<file path="src/rtl/if_stage.sv">
// Instruction-fetch stage: owns the PC, issues one imem read at a time over req/ack,
// and holds each fetched word in a one-entry buffer drained by decode over valid/ready.
module if_stage #(
  parameter int unsigned      WIDTH    = 32,
  parameter logic [WIDTH-1:0] RESET_PC = '0
) (
  input  logic             i_clk,
  input  logic             i_rst_n,
  input  logic             i_redirect,
  input  logic [WIDTH-1:0] i_pc_branch,
  output logic             o_imem_req,
  output logic [WIDTH-1:0] o_imem_addr,
  input  logic             i_imem_ack,
  input  logic [WIDTH-1:0] i_imem_rdata,
  output logic             o_valid,
  input  logic             i_ready,
  output logic [WIDTH-1:0] o_instr,
  output logic [WIDTH-1:0] o_pc,
  output logic [WIDTH-1:0] o_pc_plus4
);

  localparam logic [WIDTH-1:0] PcStep = WIDTH'(4);

  typedef enum logic [1:0] {
    StIdle,
    StBusy,
    StDrop
  } state_e;

  state_e           state_q, state_d;
  logic [WIDTH-1:0] pc_q, pc_d;
  logic [WIDTH-1:0] req_addr_q, req_addr_d;
  logic [WIDTH-1:0] instr_q, instr_d;
  logic [WIDTH-1:0] opc_q, opc_d;
  logic             valid_q, valid_d;

  logic             buf_free;
  logic [WIDTH-1:0] redirect_pc;

  assign buf_free    = !valid_q || i_ready;
  assign redirect_pc = {i_pc_branch[WIDTH-1:2], 2'b00};

  always_comb begin
    state_d    = state_q;
    pc_d       = pc_q;
    req_addr_d = req_addr_q;
    instr_d    = instr_q;
    opc_d      = opc_q;
    valid_d    = valid_q;

    if (valid_q && i_ready) begin
      valid_d = 1'b0;
    end

    unique case (state_q)
      StIdle: begin
        // Only start a read when its result is guaranteed a free buffer slot.
        if (!i_redirect && buf_free) begin
          req_addr_d = pc_q;
          state_d    = StBusy;
        end
      end
      StBusy: begin
        if (i_imem_ack) begin
          if (!i_redirect) begin
            instr_d = i_imem_rdata;
            opc_d   = req_addr_q;
            valid_d = 1'b1;
            pc_d    = pc_q + PcStep;
          end
          state_d = StIdle;
        end else if (i_redirect) begin
          // Read cannot be withdrawn; wait out its ack and throw the data away.
          state_d = StDrop;
        end
      end
      StDrop: begin
        if (i_imem_ack) begin
          state_d = StIdle;
        end
      end
      default: begin
        state_d = StIdle;
      end
    endcase

    if (i_redirect) begin
      pc_d    = redirect_pc;
      valid_d = 1'b0;
    end
  end

  always_ff @(posedge i_clk or negedge i_rst_n) begin
    if (!i_rst_n) begin
      state_q    <= StIdle;
      pc_q       <= RESET_PC;
      req_addr_q <= '0;
      instr_q    <= '0;
      opc_q      <= '0;
      valid_q    <= 1'b0;
    end else begin
      state_q    <= state_d;
      pc_q       <= pc_d;
      req_addr_q <= req_addr_d;
      instr_q    <= instr_d;
      opc_q      <= opc_d;
      valid_q    <= valid_d;
    end
  end

  assign o_imem_req  = (state_q != StIdle);
  assign o_imem_addr = req_addr_q;
  assign o_valid     = valid_q;
  assign o_instr     = instr_q;
  assign o_pc        = opc_q;
  assign o_pc_plus4  = opc_q + PcStep;

endmodule

</file>
<file path="config.mk">
export PLATFORM = sky130hd
export DESIGN_NAME = if_stage
export DESIGN_NICKNAME = d
export VERILOG_FILES = /design/src/rtl/if_stage.sv
export SDC_FILE = /design/constraint.sdc
export NUM_CORES = 1
export LEC_CHECK = 0
export CORE_MARGIN = 10
export CORE_UTILIZATION = 40
export CTS_CLUSTER_DIAMETER = 50
export DETAILED_ROUTE_END_ITERATION = 10
export PLACE_DENSITY = 0.72
export SLEW_MARGIN = 20
export SYNTH_ARGS = -nofsm -noshare
export SYNTH_HDL_FRONTEND = slang
export SYNTH_SLANG_ARGS = --single-unit
export TNS_END_PERCENT = 100
</file>
<file path="constraint.sdc">
create_clock -name i_clk -period 2.3 [get_ports i_clk]
set_input_delay 0.345 -clock i_clk [delete_from_list [all_inputs] [get_ports i_clk]]
set_output_delay 0.345 -clock i_clk [all_outputs]
set_load 0.1 [all_outputs]
</file>
==> impl_metrics.json <==
{
  "status": "complete, but fails checks",
  "violations": "setup timing",
  "hold_path_class": "input pin to flop",
  "fillers": 1002,
  "start_util_pct": 40.7,
  "design.core.area_mm2": 0.0145,
  "die_width_um": 141,
  "wl_um": 18100,
  "antenna_found_initial": 0,
  "num_vias": 5023,
  "track_usage_pct": 17.7,
  "drcViolationCount": 0,
  "worst_slack_ns": -0.255,
  "worstSetupStartpointType": "flop",
  "synth-edff-count": 0,
  "hpwl_um": 13400,
  "yosysSeqAreaShare_pct": 53.1,
  "instances_no_fill": 951,
  "synth_top_area_cell": "dfrtp_1",
  "root_buffer": "clkbuf_16",
  "syn_to_final_growth_pct": 69.2,
  "fin_skew_ns": 0.00743,
  "first_iter_violations": 306,
  "synth-warning-count": 0,
  "avgViaCountPerCell": 5.28,
  "required_ns": 1.96,
  "synthFlopType": "dfrtp_1",
  "max_cap_viol_count": 0,
  "worst_pin_slew_ns": 0.590,
  "period_share_pct": 111,
  "rsz0062_at_grt": "true",
  "async_flop_share_pct": 100,
  "syn_inst": 510,
  "ys_top_cells_by_area": "dfrtp_1 (53%), mux2_2 (17%), xnor2_1 (3.4%)",
  "layout_commonest_cell": "buf_4",
  "worstPathMaxFanout": 4,
  "core.rowCount": 44,
  "fp.dieH_um": 141,
  "ys_types": 42,
  "grt_start_max_net_pins": 45,
  "clk_latency_ns": 0.41,
  "clock_sink_count": 125,
  "fin_setup_tns_ns": -3.18,
  "dpl.cell_count": 881,
  "cts_tree": "built",
  "fp.dieArea_mm2": 0.0200,
  "syn_area_mm2": 0.00590,
  "final_antenna_net_count": 0,
  "cp-end-kind": "primary output",
  "fmaxAchievable_ghz": 0.391,
  "drv_slew": 0,
  "first_pass_iters": 4,
  "final_cell_mix": "buf_4 (148), dfrtp_1 (97), mux2_2 (88)",
  "drive_gt1_share_pct": 51.4,
  "cts_made_buffers": 17,
  "ioPinCount": 199,
  "wl_per_cell_um": 19.0,
  "setup_viol": 22,
  "synth_area_per_cell_um2": 11.6,
  "grt_pass1_vias": 5373,
  "arrival_ns": 2.21,
  "fin_nets": 825,
  "grt_pass1_wl_um": 28500,
  "n_antenna_cell": 0,
  "critPathKind": "flop to primary output",
  "htreeDepth": 4,
  "min_period_ns": 2.55,
  "gp_congestion": 0.792,
  "overflow": 0,
  "synth_seq_cells": 125,
  "fin_util_pct": 68.9,
  "io_buffer_count": 190,
  "synth.top_cell.area_share_pct": 53.1,
  "maxSlewHeadroom_pct": 60.7,
  "hold_violations": 0,
  "clock_path_buffers": 2,
  "path_clk_slew_ns": 0.06
}
[critical path, stage by stage (launching register included)]
cell and delay, ns:
dfrtp_4 0.43, ha_4 0.15, nand4_1 0.16, buf_4 0.21, nor3_4 0.23, buf_4 0.17
buf_6 0.10, xor2_4 0.16, buf_12 0.19
[cell type report]
cell class | instances | area, µm² | share of cell area [%]
clock buffers | 19 | 453 | 4.54
repair buffers | 250 | 2450 | 24.5
multi-input cells | 354 | 3370 | 33.8
flip-flops and latches | 125 | 3220 | 32.3
inverters | 6 | 22.5 | 0.226
clock inverters | 13 | 236 | 2.37
well taps | 184 | 230 | 2.31
[state kept, by name, summed over array words and instances (netlist names)]
signal and flops:
o_imem_addr 30, pc_q 30, o_instr 32, o_valid 1, state_q 2, o_pc 30
[through the flow]
| step | setup WS [ns] | area, µm² | hold WS (ns) |
|---|---|---|---|
| 4_1_cts | -0.246 | 9830 | 0.487 |
| 5_1_grt | -0.341 | 9980 | 0.521 |
| 2_1_floorplan | -0.387 | 6620 | 0.0494 |
| 3_3_place_gp | 0.00500 | 8860 | 0.377 |
| 3_5_place_dp | -0.0335 | 8860 | 0.392 |
| 6_report | -0.255 | 9980 | 0.501 |
[cell families after synthesis]
kind of cell | Yosys count | share of synthesized area (%)
AOI/OAI and AO/OA | 55 | 5.73
xor gates and xnor gates | 38 | 5.65
adders and majority gates | 2 | 0.424
buffers and inverters | 36 | 2.84
DFF | 125 | 53.1
muxes | 89 | 17.0
other | 1 | 0.0636
and+or+nand+nor | 164 | 15.3
[synth_stat cells (6+ instances only)]
master    instances
inv_1             6
mux2_2           88
o31ai_1           9
nand4_1          21
nor2_1           23
buf_2             8
xnor2_1          23
nand2_1          38
a31oi_1          14
buf_4             6
or4_1            13
o21ai_0          22
dfrtp_1         125
clkbuf_1         15
xor2_1           15
nand3_1          24
and3_1            6
[per-layer routing]
layer	GRT usage [%]	wire (µm)	vias to the layer above
li1	-	-	2355
met1	20.1	7110	2480
met2	30.0	9290	171
met3	6.38	1450	17
met4	6.24	246	0
met5	0	0	-
[path summary, 6_finish.rpt]
kind                       slack [ns]  depth (start not counted)              to      startpoint
hold / removal                   0.50                          3         pc_q[6]  i_pc_branch[6]
hold reg to reg                  0.50                          1     o_instr[14]     o_instr[14]
setup / recovery                -0.25                          8  o_pc_plus4[12]         o_pc[2]
setup reg to reg                 0.38                          5        pc_q[17]         pc_q[4]
min in group asynchronous        0.52                          2         pc_q[3]         i_rst_n
max in group asynchronous        1.15                          3        o_pc[27]         i_rst_n
[what timing repair did]
item                                    CTS  global route
gates resized for setup                  23             6
endpoints found under the setup margin   24            24
pin swaps                                31            11
hold buffers                              1             0
buffers inserted                         21            16
hold endpoints to repair                 41             0
Power is left out: the tool's default activity adds up to more than one toggle a clock period on the data nets, which glitch-free logic cannot reach.
